`src/rtl/led_game_pkg.sv`:
```
// led_game_pkg
// Shared definitions for the LED round scheduler: FSM state encoding,
// LFSR seed/taps, game limits, the BCD score type and small helpers.
package led_game_pkg;

    typedef enum logic [2:0] {
        ST_IDLE  = 3'd0,
        ST_LOAD  = 3'd1,
        ST_SHOW  = 3'd2,
        ST_HIT   = 3'd3,
        ST_MISS  = 3'd4,
        ST_CLEAR = 3'd5,
        ST_OVER  = 3'd6
    } game_state_e;

    // x^10 + x^7 + 1 : feedback taken from bits 9 and 6.
    localparam logic [9:0] LFSR_SEED = 10'h2A5;
    localparam logic [9:0] LFSR_TAPS = 10'h240;

    localparam logic [1:0] INIT_LIVES     = 2'd3;
    localparam logic [2:0] MAX_LEVEL      = 3'd4;
    localparam logic [2:0] HITS_PER_LEVEL = 3'd5;
    localparam int         MAX_SCORE      = 99;

    typedef struct packed {
        logic [3:0] tens;
        logic [3:0] ones;
    } bcd_score_t;

    function automatic logic [9:0] lfsr_next(input logic [9:0] v);
        return {v[8:0], ^(v & LFSR_TAPS)};
    endfunction

    // BCD increment that sticks at MAX_SCORE.
    function automatic bcd_score_t bcd_inc_sat(input bcd_score_t s);
        bcd_score_t r;
        r = s;
        if (s.tens == 4'(MAX_SCORE / 10) && s.ones == 4'(MAX_SCORE % 10)) begin
            r = s;
        end else if (s.ones == 4'd9) begin
            r.ones = 4'd0;
            r.tens = s.tens + 4'd1;
        end else begin
            r.ones = s.ones + 4'd1;
        end
        return r;
    endfunction

endpackage

```
`src/rtl/led_round_scheduler_if.sv`:
```
// led_round_scheduler_if
// Player/game signal bundle of the LED round scheduler.
//   start      : game start request (edge-detected inside the scheduler)
//   switch     : player switch vector
//   led        : target pattern shown to the player
//   score_tens, score_ones : BCD score digits
//   level, lives          : game progress
//   hit, miss             : one-cycle result pulses
//   game_over             : high while in OVER
//   state                 : FSM state encoding for debug
// There is no valid/ready handshake: inputs are sampled on every rising
// clock edge and outputs are valid in every cycle.
interface led_round_scheduler_if;
    logic       start;
    logic [9:0] switch;
    logic [9:0] led;
    logic [3:0] score_tens;
    logic [3:0] score_ones;
    logic [2:0] level;
    logic [1:0] lives;
    logic       hit;
    logic       miss;
    logic       game_over;
    logic [2:0] state;

    modport master (
        output start, switch,
        input  led, score_tens, score_ones, level, lives, hit, miss, game_over, state
    );

    modport slave (
        input  start, switch,
        output led, score_tens, score_ones, level, lives, hit, miss, game_over, state
    );
endinterface

```
`src/rtl/led_round_scheduler_tick_divider.sv`:
```
// tick_divider
// Free-running divider producing a one-cycle tick every TICK_DIV cycles.
//   clock   : rising-edge clock
//   reset_n : asynchronous active-low reset
//   clear   : restart the count so the next tick is TICK_DIV cycles away
//   tick    : one-cycle pulse
module tick_divider #(
    parameter int TICK_DIV = 50000
) (
    input  logic clock,
    input  logic reset_n,
    input  logic clear,
    output logic tick
);
    localparam int CW = (TICK_DIV > 2) ? $clog2(TICK_DIV) : 1;
    localparam logic [CW-1:0] LAST = CW'(TICK_DIV - 1);

    logic [CW-1:0] cnt_q;
    logic [CW-1:0] cnt_d;

    always_comb begin
        cnt_d = cnt_q;
        if (clear || cnt_q == LAST) begin
            cnt_d = '0;
        end else begin
            cnt_d = cnt_q + CW'(1);
        end
    end

    always_ff @(posedge clock or negedge reset_n) begin
        if (!reset_n) begin
            cnt_q <= '0;
        end else begin
            cnt_q <= cnt_d;
        end
    end

    assign tick = (cnt_q == LAST);
endmodule

```
`src/rtl/led_round_scheduler.sv`:
```
// led_round_scheduler
// Reaction game round scheduler: shows an LFSR pattern on the LEDs for a
// level-dependent window of ticks, scores a hit when the player matches it
// with the switches, costs a life when the window expires.
//   clock   : rising-edge clock
//   reset_n : asynchronous active-low reset
//   bus     : led_round_scheduler_if.slave (start/switch in, game outputs out)
module led_round_scheduler
    import led_game_pkg::*;
#(
    parameter int TICK_DIV    = 50000,
    parameter int BASE_WINDOW = 16
) (
    input  logic                  clock,
    input  logic                  reset_n,
    led_round_scheduler_if.slave  bus
);
    localparam int TW = $clog2(BASE_WINDOW) + 1;

    game_state_e state_q, state_d;
    logic        start_q;
    logic        armed_q;
    logic [9:0]  lfsr_q, lfsr_d;
    logic [9:0]  pattern_q, pattern_d;
    bcd_score_t  score_q, score_d;
    logic [2:0]  level_q, level_d;
    logic [1:0]  lives_q, lives_d;
    logic [2:0]  hits_q, hits_d;
    logic [TW-1:0] tick_cnt_q, tick_cnt_d;

    logic          tick;
    logic          start_rise;
    logic          match;
    logic          expire;
    logic [TW-1:0] window;

    tick_divider #(.TICK_DIV(TICK_DIV)) u_tick_divider (
        .clock   (clock),
        .reset_n (reset_n),
        .clear   (state_q == ST_LOAD),
        .tick    (tick)
    );

    // armed_q stays low for the first edge after reset, so a start held high
    // across reset release never looks like a rising edge.
    assign start_rise = bus.start && !start_q && armed_q;
    assign match      = (bus.switch == pattern_q);
    assign window     = TW'(BASE_WINDOW) >> level_q;
    // Expiry is the cycle in which the window-th tick of this round arrives.
    assign expire     = tick && (tick_cnt_q == window - TW'(1));

    always_comb begin
        state_d    = state_q;
        lfsr_d     = lfsr_q;
        pattern_d  = pattern_q;
        score_d    = score_q;
        level_d    = level_q;
        lives_d    = lives_q;
        hits_d     = hits_q;
        tick_cnt_d = tick_cnt_q;

        case (state_q)
            ST_IDLE, ST_OVER: begin
                if (start_rise) begin
                    state_d = ST_LOAD;
                    score_d = '0;
                    level_d = 3'd0;
                    lives_d = INIT_LIVES;
                    hits_d  = 3'd0;
                end
            end
            ST_LOAD: begin
                lfsr_d     = lfsr_next(lfsr_q);
                pattern_d  = lfsr_d;
                tick_cnt_d = '0;
                state_d    = ST_SHOW;
            end
            ST_SHOW: begin
                if (tick) begin
                    tick_cnt_d = tick_cnt_q + TW'(1);
                end
                // A match beats a simultaneous expiry.
                if (match) begin
                    state_d = ST_HIT;
                    score_d = bcd_inc_sat(score_q);
                    if (hits_q == HITS_PER_LEVEL - 3'd1) begin
                        hits_d = 3'd0;
                        if (level_q < MAX_LEVEL) begin
                            level_d = level_q + 3'd1;
                        end
                    end else begin
                        hits_d = hits_q + 3'd1;
                    end
                end else if (expire) begin
                    state_d = ST_MISS;
                    if (lives_q != 2'd0) begin
                        lives_d = lives_q - 2'd1;
                    end
                end
            end
            ST_HIT: begin
                state_d = ST_CLEAR;
            end
            ST_MISS: begin
                state_d = (lives_q == 2'd0) ? ST_OVER : ST_CLEAR;
            end
            ST_CLEAR: begin
                if (bus.switch == 10'h000) begin
                    state_d = ST_LOAD;
                end
            end
            default: begin
                state_d = ST_IDLE;
            end
        endcase
    end

    always_ff @(posedge clock or negedge reset_n) begin
        if (!reset_n) begin
            state_q    <= ST_IDLE;
            start_q    <= 1'b0;
            armed_q    <= 1'b0;
            lfsr_q     <= LFSR_SEED;
            pattern_q  <= 10'h000;
            score_q    <= '0;
            level_q    <= 3'd0;
            lives_q    <= INIT_LIVES;
            hits_q     <= 3'd0;
            tick_cnt_q <= '0;
        end else begin
            state_q    <= state_d;
            start_q    <= bus.start;
            armed_q    <= 1'b1;
            lfsr_q     <= lfsr_d;
            pattern_q  <= pattern_d;
            score_q    <= score_d;
            level_q    <= level_d;
            lives_q    <= lives_d;
            hits_q     <= hits_d;
            tick_cnt_q <= tick_cnt_d;
        end
    end

    always_comb begin
        bus.led = 10'h000;
        case (state_q)
            ST_SHOW, ST_HIT, ST_MISS: bus.led = pattern_q;
            ST_OVER:                  bus.led = 10'h3FF;
            default:                  bus.led = 10'h000;
        endcase
    end

    assign bus.score_tens = score_q.tens;
    assign bus.score_ones = score_q.ones;
    assign bus.level      = level_q;
    assign bus.lives      = lives_q;
    assign bus.hit        = (state_q == ST_HIT);
    assign bus.miss       = (state_q == ST_MISS);
    assign bus.game_over  = (state_q == ST_OVER);
    assign bus.state      = state_q;
endmodule

```
`src/flat_wrapper.sv`:
```
// flat-port wrapper written by rule: the top's interface ports become plain ports
module led_round_scheduler_flat import led_game_pkg::*;
#(
    parameter int TICK_DIV    = 50000,
    parameter int BASE_WINDOW = 16
)
  (clock, reset_n, bus_start, bus_switch, bus_led, bus_score_tens, bus_score_ones, bus_level, bus_lives, bus_hit, bus_miss, bus_game_over, bus_state);
  led_round_scheduler_if bus_i ();
  input  logic clock;
  input  logic reset_n;
  input wire logic [$bits(bus_i.start)-1:0] bus_start;
  input wire logic [$bits(bus_i.switch)-1:0] bus_switch;
  output wire logic [$bits(bus_i.led)-1:0] bus_led;
  output wire logic [$bits(bus_i.score_tens)-1:0] bus_score_tens;
  output wire logic [$bits(bus_i.score_ones)-1:0] bus_score_ones;
  output wire logic [$bits(bus_i.level)-1:0] bus_level;
  output wire logic [$bits(bus_i.lives)-1:0] bus_lives;
  output wire logic [$bits(bus_i.hit)-1:0] bus_hit;
  output wire logic [$bits(bus_i.miss)-1:0] bus_miss;
  output wire logic [$bits(bus_i.game_over)-1:0] bus_game_over;
  output wire logic [$bits(bus_i.state)-1:0] bus_state;
  assign bus_i.start = bus_start;
  assign bus_i.switch = bus_switch;
  assign bus_led = bus_i.led;
  assign bus_score_tens = bus_i.score_tens;
  assign bus_score_ones = bus_i.score_ones;
  assign bus_level = bus_i.level;
  assign bus_lives = bus_i.lives;
  assign bus_hit = bus_i.hit;
  assign bus_miss = bus_i.miss;
  assign bus_game_over = bus_i.game_over;
  assign bus_state = bus_i.state;
  led_round_scheduler #(.TICK_DIV(TICK_DIV), .BASE_WINDOW(BASE_WINDOW)) u_core (.clock(clock), .reset_n(reset_n), .bus(bus_i));
endmodule
```
`config.mk`:
```
export PLATFORM = sky130hd
export DESIGN_NAME = led_round_scheduler_flat
export DESIGN_NICKNAME = d
export VERILOG_FILES = /design/src/rtl/led_game_pkg.sv /design/src/rtl/led_round_scheduler_if.sv /design/src/rtl/led_round_scheduler_tick_divider.sv /design/src/rtl/led_round_scheduler.sv /design/src/flat_wrapper.sv
export SDC_FILE = /design/constraint.sdc
export NUM_CORES = 1
export LEC_CHECK = 0
export BUFFER_PORTS_ARGS = -buffer_cell sky130_fd_sc_hd__buf_2
export CORE_ASPECT_RATIO = 0.5
export CORE_MARGIN = 10
export CORE_UTILIZATION = 58
export CTS_CLUSTER_DIAMETER = 200
export DETAILED_ROUTE_END_ITERATION = 16
export GPL_ROUTABILITY_DRIVEN = 0
export GPL_TIMING_DRIVEN = 1
export PLACE_DENSITY = 0.88
export SETUP_SLACK_MARGIN = 0.1
export SLEW_MARGIN = 10
export SYNTH_ARGS = -nofsm -noshare
export SYNTH_HDL_FRONTEND = slang
export SYNTH_SLANG_ARGS = --single-unit
```
`constraint.sdc`:
```
create_clock -name clock -period 3.7 [get_ports clock]
set_clock_uncertainty 0.05 [all_clocks]
set_input_delay 1.11 -clock clock [delete_from_list [all_inputs] [get_ports clock]]
set_output_delay 1.11 -clock clock [all_outputs]
set_load 0.005 [all_outputs]
```
# After elaboration in Yosys (flattened, before gate mapping)
# Cells that the tools add are included.
[word_totals]
regBits = 62
latch_bits = 0
ramBits = 0
romBits = 0
inputBits = 13
memories = 0
[op_classes]
n_addsub = 8
multipliers = 0
n_div = 0
magnitude_cmp = 1
n_eq_ne = 24
shifts = 1
n_mux = 29
bitwise_logic = 0
reduce_logical = 22
[op_table]
columns = ["operator", "n"]
rows = [
  ["$mux 3", 10],
  ["$mux 8", 3],
  ["$pmux 10 s2", 1],
  ["$ne 2x1->1 const B", 9],
  ["$pmux 3 s6", 1],
  ["$add 16x1->16 const B", 1],
  ["$eq 16x16->1 const B", 1],
  ["$mux 16", 1],
  ["$pmux 8 s2", 1],
  ["$reduce_and 5->1", 3],
  ["$eq 3x3->1 const B", 4],
  ["$pmux 3 s2", 2],
  ["$eq 10x10->1", 1],
  ["$logic_not 10->1", 1],
  ["$mux 2", 5],
  ["$pmux 5 s2", 1],
  ["$reduce_xor 10->1", 1],
  ["$add 4x1->4 const B", 2],
  ["$eq 4x4->1 const B", 2],
  ["$mux 4", 2],
  ["$add 3x1->3 const B", 2],
  ["$eq 3x2->1 const B", 2],
  ["$reduce_and 3->1", 2],
  ["$reduce_bool 2->1", 3],
  ["other kinds (20)", 24],
]

# Logic depth before layout (Yosys ltp)
# Gate-level depths: netlist (run 1).
[logic_depth]
word_depth = 7
depth_mapped = 9
mapped_depth_nobuf = 8

# By module
# From an unflattened synthesis (run 1), not the netlist that was laid out.
[hier_totals]
hier_cells = 390
hier_area_um2 = 3403.3
[by_module_without_submodules]
columns = ["mod", "instances", "cells_per_inst", "area_per_inst_um2", "seq_area_each_um2"]
rows = [
  ["led_round_scheduler", 1, 310, 2611.3, 1034.7],
  ["tick_divider", 1, 80, 792.0, 400.4],
]

# Worst setup path before layout (run 1)
# OpenSTA, ideal clock, no wires.
[synth_path]
path_type = "reg-to-reg"
startpoint = "reg u_core.level_q[0], in the netlist u_core.bus.level[0]"
endpoint = "reg u_core.lives_q[1], in the netlist u_core.bus.lives[1]"
setup_ns = 0.094
arrival_ns = 2.607
required_ns = 3.556
setup_slack_ns = 0.949
stages_incl_launch_ff = 9
synth_period_minus_slack_ns = 2.751
path_cell_list = "dfrtp_1 -> ha_1 -> ha_1 -> xnor2_1 -> mux2_4 -> or4_4 -> nor4_4 -> mux2_4 -> a311oi_1"
[synth_via]
elab_chain_cells = 6
[synth_lines]
columns = ["element", "line", "text"]
rows = [
  ["from (decl)", "led_round_scheduler.sv:26", "logic [2:0] level_q, level_d;"],
  ["from (signal assigned)", "led_round_scheduler.sv:137", "level_q <= level_d;"],
  ["$shr 5x3->5", "led_round_scheduler.sv:48", "assign window = TW'(BASE_WINDOW) >> level_q;"],
  ["$sub 5x1->5", "led_round_scheduler.sv:50", "assign expire = tick && (tick_cnt_q == window - TW'(1));"],
  ["$eq 5x5->1", "led_round_scheduler.sv:50", ""],
  ["$logic_and 1x1->1", "led_round_scheduler.sv:50", ""],
  ["$ne 2x1->1 (no line)", "n/a", ""],
  ["$reduce_and 5->1 (no line)", "n/a", ""],
  ["to (signal assigned)", "led_round_scheduler.sv:138", "lives_q <= lives_d;"],
  ["to (decl)", "led_round_scheduler.sv:27", "logic [1:0] lives_q, lives_d;"],
]
# No other way between the ends.
# A chain may end at the register's enable or synchronous reset.

# Final worst setup path (run 1)
[layout_path]
startpoint = "reg u_core.state_q[0], in the netlist u_core.bus.state[0]"
endpoint = "out bus_led[8]"
[layout_via]
elab_chain_cells = 3
word_cells_on_any_way = 6
classes_between = "4 x eq/ne; 1 x mux; 1 x reduce/logical"
[layout_lines]
columns = ["element", "line", "text"]
rows = [
  ["from (decl)", "led_round_scheduler.sv:20", "game_state_e state_q, state_d;"],
  ["from (signal assigned)", "led_round_scheduler.sv:131", "state_q <= state_d;"],
  ["$eq 3x2->1 or $eq 3x3->1 (tied branches)", "led_round_scheduler.sv:146", "case (state_q)"],
  ["$reduce_or 3->1", "led_round_scheduler.sv:146", ""],
  ["$pmux 10 s2 *", "led_round_scheduler.sv:146", ""],
  ["to (decl)", "flat_wrapper.sv:13", "output wire logic [$bits(bus_i.led)-1:0] bus_led;"],
]
# Every way passes the cells marked *; elsewhere a longest branch is shown, timed or not.

==> flow_summary.toml, run 1 <==
[outcome]
status = "finished clean"

[synth]
synthMostInstantiatedCell = "dfrtp_1"
async_reset_ff_share_pct = 100
ys_seq_area_share_pct = 43.2
synth_flop_cell = "dfrtp_1"
synth.net_count = 389
synth-edff-count = 0
yosysWarnings = 0
synthTopCellsByCount = "dfrtp_1 (50), o21ai_0 (42), nand2_1 (39), nor2_1 (33), inv_1 (22)"
syn_area_per_cell_um2 = 9.17
synthMuxAreaShare_pct = 1.51
synth-xor-area-share_pct = 7.65
yosys.area_share.simple_pct = 21.8
synth_top_area_share_pct = 37.7
syn_inst = 362
ys_ff_latch = 57
synth_area_um2 = 3320
synth_area_leaders = "dfrtp_1 (38%), o21ai_0 (6.3%), dfstp_2 (5.5%), ha_1 (5.3%), xnor2_1 (4.5%)"
synth.distinct_cells = 57
synth-compound-area-share_pct = 15.6
synth_top_family_by_area = "simple AND/OR/NAND/NOR gates"
synth_top_area_cell = "dfrtp_1"
synth_fa_ha_area_share_pct = 5.58

[floorplan]
std_cell_rows = 19
coreArea_um2 = 5520
dieWidth_um = 127
die_y_um = 73.5
start_util_pct = 60.2
dieArea_um2 = 9340
pin_count = 42

[cts]
cts.sinks = 57
worstSkewPairLatency_ps = 320
cts_buffer_depth = 2
cts_made_buffers = 9
post_cts_resized = 0
root_buffer = "clkbuf_16"
cts_tree = "yes"
cts_max_level = 3
clkSlewWorstSetupHoldPaths_ps = 50
ctsHoldBuffers = 0
cts_setup_buffers = 0

[setup_path]
path_cells = "nor2b_1 -> a22o_1 -> buf_2"
r2r.worst_path.cells = 8
worst-path-max-fanout = 12
arrival_ps = 1970
critPathKind = "reg -> out"
startpoint_type = "register"
reg2reg_from = "u_core.bus.level[2]"
cp.required_ps = 2540
crit_path_end_kind = "output pin"
cp_slowest_cell = "nor2b_1"
r2r_end = "u_core.bus.lives[1]"
max_stage_delay_ps = 730
rrSetupSlack_ps = 590

[finish]
final_cells = 481
drive_above_1_share_pct = 19.9
nets = 430
area_growth_pct = 16.3
antenna_cells = 0

[power]
power.total_uw = 2430
irDropWorstVdd_mv = 0.318
powerDensity_nw_per_um2 = 628
p_leak_uw = 0.00180

[routing]
first_pass_iters = 5
via_per_inst = 5.99
num_vias = 2879
routed_wirelength_mm = 8.05
wl_per_cell_um = 16.7
antenna_left = 0
drc = 0
first_iter_violations = 212

[timing]
max_slew.worst_pin.slew_ps = 871
report.final.slew_viol_count = 0
hold_viol_final = 0
min_period_over_period_pct = 84.5
tns_ps = 0
max_freq_mhz = 320
period_needed_ps = 3130
max_slew_margin_pct = 41.5
rsz0062_at_grt = "false"
setup_slack_ps = 572
setup_viol = 0

[worst_hold_path]
min_path_type = "reg -> reg"
hold_depth = 2
hold_path_end = "u_core.lfsr_q[2]"
min_from = "u_core.lfsr_q[2]"

[global_route]
grt_pass1_wl_mm = 13.3
antenna_found_initial = 0
grt_pass1_vias = 2841
grt_max_degree = 38
grt_usage_pct = 17.4
overflow = 0

[run]
cap_violations = 0

[placement]
dp_hpwl_mm = 5.50
dp_worst_setup_slack_ps = 466
dp_cells = 465
place.port_buffers = 41
==> metal layers <==
layer	global-route usage, %	share of wire [%]
met1	19.5	43
met2	31.2	50
met3	5.46	5.3
met4	5.65	1.5
met5	0	0
==> kinds of logic (layout without fill, tap and decap cells) <==
kind of cell / count (synthesis) / count (layout)
fa+ha+maj: 15 / 15
compound gates: 83 / 83
buf+inv: 39 / 85
mux: 4 / 4
xor+xnor: 29 / 29
simple gates: 134 / 134
flops: 57 / 57
other cells: 1 / 1
==> area by class of cell <==
| type | instances | area, µm² |
|---|---|---|
| multi-input cells | 266 | 1730 |
| fillers | 379 | 1650 |
| flip-flops and latches | 57 | 1440 |
| clock buffers | 11 | 243 |
| repair buffers | 46 | 243 |
| well taps | 73 | 91.3 |
| inverters | 23 | 86.3 |
| clock inverters | 5 | 31.3 |
==> worst max-delay path, delay by kind of cell, from the launching register on <==
kind / cells / cell delay, ps
AND/OR/NAND/NOR: 1 / 730
flip-flops: 1 / 510
AO/OA/AOI/OAI: 1 / 280
buffers and inverters: 1 / 120
==> through the flow <==
stage / instance area, µm² / utilization [%] / hold slack, ps
2_1_floorplan: 3320 / - / 389
5_1_grt: 3860 / 70.0 / 438
3_5_place_dp: 3590 / 65.1 / 402
4_1_cts: 3860 / 70.0 / 408
6_report: 3860 / 70.0 / 406
3_3_place_gp: 3590 / 65.1 / 395
==> power breakdown <==
part / internal, µW / switching, µW / total, µW / leakage [µW]
combinational: 311 / 455 / 766 / 0.000915
clock: 467 / 279 / 746 / 0.000135
sequential: 756 / 158 / 913 / 0.000748
==> cells in the final DEF, fill, tap and decap left out, types with 7 or more instances in the layout <==
cell       Yosys  routed
nand2_1       39      39
nor2_1        33      33
nand3_1        7       7
inv_1         22      22
xnor2_1       17      17
a22o_1        10      10
ha_1          14      14
buf_2          2      41
o21ai_0       42      42
xor2_1        12      12
dfstp_2        7       7
and3_1         8       8
dfrtp_1       50      50
clkbuf_16      0       9
nand4_1       11      11
==> state kept, by name (all words and copies together), names as in the netlist <==
register / count
u_core.armed_q: 1
u_core.bus.level: 3
u_core.bus.lives: 2
u_core.bus.score_ones: 4
u_core.bus.score_tens: 4
u_core.bus.state: 3
u_core.hits_q: 3
u_core.lfsr_q: 5
u_core.pattern_q: 10
u_core.start_q: 1
u_core.tick_cnt_q: 5
u_core.u_tick_divider.cnt_q: 16
==> worst max path at each step <==
stage	startpoint	end	slack, ps	depth (start not counted)
final	u_core.bus.state[0]	bus_led[8]	570	3
after global routing	u_core.bus.level[2]	u_core.bus.lives[1]	380	8
after CTS	u_core.bus.level[2]	u_core.bus.lives[1]	590	8
after detailed placement	bus_switch[1]	u_core.bus.score_ones[2]	470	7
after global placement	bus_switch[5]	u_core.bus.score_ones[1]	620	7
after floorplan	u_core.bus.level[0]	u_core.bus.lives[1]	950	8
(Power assumes the default switching activity.)
==> run 2, diff against run 1 <==
==> constraint.sdc (replaced) <==
create_clock -name clock -period 2.95 [get_ports clock]
set_clock_uncertainty 0.05 [all_clocks]
set_input_delay 0.885 -clock clock [delete_from_list [all_inputs] [get_ports clock]]
set_output_delay 0.885 -clock clock [all_outputs]
set_load 0.005 [all_outputs]
==> run 2 against run 1 <==
  * Routed wire length rose by 13%
  * Register-to-register slack lost 430 ps
  * Non-clock buffer count grew 10
  * Sequential cell count unchanged
  * Global-route usage is 1.1 points higher
  * Largest cell class unchanged
==> flow_summary.toml, run 2 (same netlist as run 1, synthesis figures left out) <==
[power]
p_int_uw = 2100
p_seq_share_pct = 34.8
p_sw_share_pct = 35.9
p_comb_share_pct = 31.5
irDropWorstVdd_mv = 0.673
powerDensity_nw_per_um2 = 807
p_sw_uw = 1180
p_leak_uw = 0.00186
clock_power_share_pct = 33.7

[finish]
largest_reg_flops = 16
reg_top3 = "u_core.u_tick_divider.cnt_q x16, u_core.pattern_q x10"
area_growth_pct = 22.4
final_cell_mix = "dfrtp_1 (48), o21ai_0 (42), buf_2 (41), nand2_1 (39), nor2_1 (33)"
drive_above_1_share_pct = 24.6
n_fill_cell = 338
final_common_cell = "dfrtp_1"
nets = 440
final_cells = 491
multiInputGateArea_um2 = 1820
register_area_um2 = 1440
top_register = "u_core.u_tick_divider.cnt_q"
antenna_cells = 0
final_cell_area_um2 = 4060

[floorplan]
dieWidth_um = 127
coreArea_um2 = 5520
pin_count = 42
die_y_um = 73.5
dieArea_um2 = 9340
std_cell_rows = 19
start_util_pct = 60.2

[global_route]
antenna_found_initial = 0
overflow = 0
grt_max_degree = 58
grt_usage_pct = 18.5
grt_pass1_vias = 3024
grt_pass1_wl_mm = 14.0

[setup_path]
reg2reg_from = "u_core.bus.level[1]"
rrSetupSlack_ps = 160
path_cells = "ha_4 -> ha_4 -> xnor2_2 -> mux2_4 -> or4_4 -> nor4_4 -> mux2_4 -> a311oi_2"
r2r_end = "u_core.bus.lives[1]"
startpoint_type = "register"
worst-path-max-fanout = 5
crit_path_end_kind = "register"
cp.required_ps = 3140
critPathKind = "reg -> reg"
r2r.worst_path.cells = 8
max_stage_delay_ps = 490
cp_slowest_cell = "or4_4"
arrival_ps = 2980

[cts]
worstSkewPairLatency_ps = 330
cts_buffer_depth = 2
clkSlewWorstSetupHoldPaths_ps = 50
cts_tree = "yes"
root_buffer = "clkbuf_16"
cts_max_level = 3
cts.sinks = 57
cts_made_buffers = 9

[worst_hold_path]
min_path_type = "reg -> reg"
min_from = "u_core.lfsr_q[5]"
hold_depth = 2
hold_path_end = "u_core.lfsr_q[5]"

[timing]
timing.hold.ws_ps = 440
min_period_over_period_pct = 94.6
setup_viol = 0
rsz0062_at_grt = "false"
report.final.slew_viol_count = 0
max_freq_mhz = 358
max_slew.worst_pin.slew_ps = 718
hold_viol_final = 0
setup_slack_ps = 158
period_needed_ps = 2790
max_slew_margin_pct = 52.2
tns_ps = 0

[routing]
num_vias = 3050
first_pass_iters = 5
routed_wirelength_mm = 9.09
wl_per_cell_um = 18.5
antenna_left = 0
drc = 0
via_per_inst = 6.21
first_iter_violations = 305

[placement]
dp_hpwl_mm = 5.54
dp_worst_setup_slack_ps = 43.7
place.port_buffers = 41
dp_cells = 470
dpl_cell_area_um2 = 3630

[outcome]
status = "finished clean"

[run]
cap_violations = 0
==> run 2: changes by cell type in the layout (fill, tap and decap cells not counted), sizes merged <==
cell / delta
buf: +10
clkinv: -3
bufinv: +2
clkinvlp: +1
==> run 2: power by group through the flow <==
stage	registers [µW]	clock network, µW	logic (µW)
floorplan	1070	0	696
global route	1160	1140	1140
CTS	1130	1100	1010
detailed placement	1130	0	982
finish	1140	1100	1030
global placement	1120	0	938
==> run 2: timing repair <==
| item | 4_1_cts | 5_1_grt |
|---|---|---|
| resized for setup | 3 | 15 |
| hold buffers | 0 | 0 |
| endpoints found under the setup margin | 4 | 10 |
| buffers inserted | 0 | 5 |
| pin swaps | 0 | 5 |
==> run 2: worst max-delay path by stage <==
| stage | startpoint | end | slack (ps) | cells after the start |
|---|---|---|---|---|
| floorplan | u_core.bus.level[0] | u_core.bus.lives[1] | 200 | 8 |
| global placement | u_core.bus.level[0] | u_core.bus.lives[1] | 230 | 8 |
| detailed placement | u_core.bus.level[0] | u_core.bus.lives[1] | 40 | 8 |
| CTS | u_core.bus.level[0] | u_core.bus.lives[1] | 120 | 8 |
| global route | u_core.bus.level[1] | u_core.bus.lives[1] | 90 | 8 |
| finish | u_core.bus.level[1] | u_core.bus.lives[1] | 160 | 8 |
==> run 2: stage by stage <==
step | total power [µW] | util, %
floorplan | 1770 | -
global placement | 2060 | 65.7
detailed placement | 2110 | 65.7
CTS | 3230 | 71.7
global route | 3430 | 73.7
finish | 3280 | 73.7
==> run 2: area by class of cell <==
class	instances	area share, %
clock buffers	11	5.73
clock inverters	5	1.97
well taps	73	2.25
repair buffers	56	7.82
flip-flops and latches	57	35.4
inverters	23	2.12
multi-input cells	266	44.7
==> run 2: worst max-delay path, delay by kind of cell, from the launching register on <==
kind / cells / cell delay (ps)
simple gates: 2 / 810
mux: 2 / 640
flops: 1 / 450
fa+ha+maj: 2 / 360
compound gates: 1 / 250
xor+xnor: 1 / 140
==> run 2: routing by layer <==
layer,GRT usage (%),part of all wire (%)
met5,0,0
met4,8.03,2.7
met2,32.9,50
met1,20.4,40
met3,5.60,6.8
==> run 3, diff against run 2 <==
--- a/config.mk
+++ b/config.mk
@@ -13,7 +13,7 @@
 export DETAILED_ROUTE_END_ITERATION = 16
 export GPL_ROUTABILITY_DRIVEN = 0
 export GPL_TIMING_DRIVEN = 1
-export PLACE_DENSITY = 0.88
+export PLACE_DENSITY = 0.8
 export SETUP_SLACK_MARGIN = 0.1
 export SLEW_MARGIN = 10
 export SYNTH_ARGS = -nofsm -noshare
==> run 3 against run 2 <==
  * First-iteration DRC count down 0.33%
  * Total power about the same
  * Fmax up 1.0%
  * Design area down 1.9%
  * Sequential power about the same
  * Cell count down 0.61%
  * Count of clock-buffer cells in the layout down 2
  * Non-clock buffer count down 3
  * Critical path depth unchanged
  * Worst hold slack worse by 27 ps
  * Via count down 6.8%
  * Core utilization down 1.4 points
  * Highest routed layer unchanged
==> flow_summary.toml, run 3 (same netlist as run 1, synthesis figures left out) <==
[worst_hold_path]
hold_depth = 2
min_path_type = "reg -> reg"
min_from = "u_core.lfsr_q[5]"
hold_path_end = "u_core.lfsr_q[5]"

[placement]
place.port_buffers = 41
dpl_cell_area_um2 = 3640
dp_worst_setup_slack_ps = 67.1
dp_hpwl_mm = 5.58

[cts]
cts_tree = "yes"
cts.sinks = 57
cts_buffer_depth = 2
clkSlewWorstSetupHoldPaths_ps = 50
worstSkewPairLatency_ps = 330
cts_made_buffers = 9
root_buffer = "clkbuf_16"
cts_max_level = 3

[finish]
final_util_pct = 72.3
drive_above_1_share_pct = 22.7
final_common_cell = "dfrtp_1"
final_cell_mix = "dfrtp_1 (50), o21ai_0 (42), buf_2 (41), nand2_1 (39), nor2_1 (33)"
largest_reg_flops = 16
final_cell_area_um2 = 3990
antenna_cells = 0
top_register = "u_core.u_tick_divider.cnt_q"
nets = 437
reg_top3 = "u_core.u_tick_divider.cnt_q x16, u_core.pattern_q x10"
n_fill_cell = 417
area_growth_pct = 20.0

[timing]
setup_slack_ps = 186
max_slew_margin_pct = 53.5
report.final.slew_viol_count = 0
period_needed_ps = 2760
min_period_over_period_pct = 93.7
max_slew.worst_pin.slew_ps = 697
tns_ps = 0
rsz0062_at_grt = "false"
hold_viol_final = 0
max_freq_mhz = 362
setup_viol = 0

[setup_path]
critPathKind = "reg -> reg"
cp_slowest_cell = "or4_4"
rrSetupSlack_ps = 190
reg2reg_from = "u_core.bus.level[0]"
worst-path-max-fanout = 6
arrival_ps = 2950
path_cells = "ha_2 -> ha_2 -> xnor2_2 -> mux2_4 -> or4_4 -> nor4_4 -> mux2_4 -> a311oi_1"
startpoint_type = "register"
cp.required_ps = 3140
r2r.worst_path.cells = 8
crit_path_end_kind = "register"
r2r_end = "u_core.bus.lives[1]"
max_stage_delay_ps = 490

[routing]
first_iter_violations = 304
first_pass_iters = 6
antenna_left = 0
drc = 0
wl_per_cell_um = 16.6
via_per_inst = 5.83
num_vias = 2843
routed_wirelength_mm = 8.10

[global_route]
grt_max_degree = 58
grt_pass1_vias = 2846
overflow = 0
grt_pass1_wl_mm = 13.5
antenna_found_initial = 0
grt_usage_pct = 18.0

[run]
cap_violations = 0

[power]
p_sw_share_pct = 35.2
irDropWorstVdd_mv = 0.580
p_leak_uw = 0.00185
clock_power_share_pct = 34.5
p_sw_uw = 1160
p_int_uw = 2120
powerDensity_nw_per_um2 = 822
power.total_uw = 3280
p_seq_share_pct = 34.7
p_comb_share_pct = 30.8

[outcome]
status = "finished clean"

[floorplan]
dieArea_um2 = 9340
start_util_pct = 60.2
std_cell_rows = 19
die_y_um = 73.5
pin_count = 42
dieWidth_um = 127
coreArea_um2 = 5520
run 3: worst max-delay path by stage:
| stage | cells after the start | start | slack (ps) | endpoint |
|---|---|---|---|---|
| after floorplan | 8 | u_core.bus.level[0] | 200 | u_core.bus.lives[1] |
| after global placement | 8 | u_core.bus.level[0] | 230 | u_core.bus.lives[1] |
| after detailed placement | 8 | u_core.bus.level[0] | 70 | u_core.bus.lives[1] |
| after CTS | 8 | u_core.bus.level[0] | 110 | u_core.bus.lives[1] |
| after global routing | 8 | u_core.bus.level[0] | 110 | u_core.bus.lives[1] |
| final | 8 | u_core.bus.level[0] | 190 | u_core.bus.lives[1] |
run 3: power by group through the flow:
stage	Combinational, µW	Clock (µW)	Sequential (µW)
after floorplan	696	0	1070
after global placement	963	0	1130
after detailed placement	996	0	1140
after CTS	1010	1140	1130
after global routing	1120	1180	1160
final	1010	1130	1140
run 3: layout make-up:
class	instances	area, µm²	area share [%]
tap	73	91.3	2.29
clock buffer	9	225	5.65
clock inverter	7	103	2.57
sequential	57	1440	36.0
multi-input combinational	266	1750	43.9
timing repair buffer	53	295	7.41
inverter	23	86.3	2.17
run 3: critical path, delay by kind of cell (launching register included):
family / cells / cell delay, ps
xor gates and xnor gates: 1 / 190
AOI/OAI and AO/OA: 1 / 210
muxes: 2 / 650
and+or+nand+nor: 2 / 700
DFF: 1 / 430
adders and majority gates: 2 / 440
run 3: per-layer routing:
metal,track usage (%),vias up,routed length [µm]
met5,0,-,0
met4,6.02,0,82
met3,6.53,13,464
met2,31.0,100,4130
met1,20.5,1367,3420
li1,-,1363,-
run 3: what timing repair did:
item,in CTS,in global routing
endpoints found under the setup margin,1,13
hold buffers,0,0
buffers inserted,0,0
resized for setup,1,4
run 3: through the flow:
stage                     std cells  hold slack (ps)
after floorplan                 362              389
after global placement          472              397
after detailed placement        472              403
after CTS                       488              415
after global routing            488              429
final                           488              413
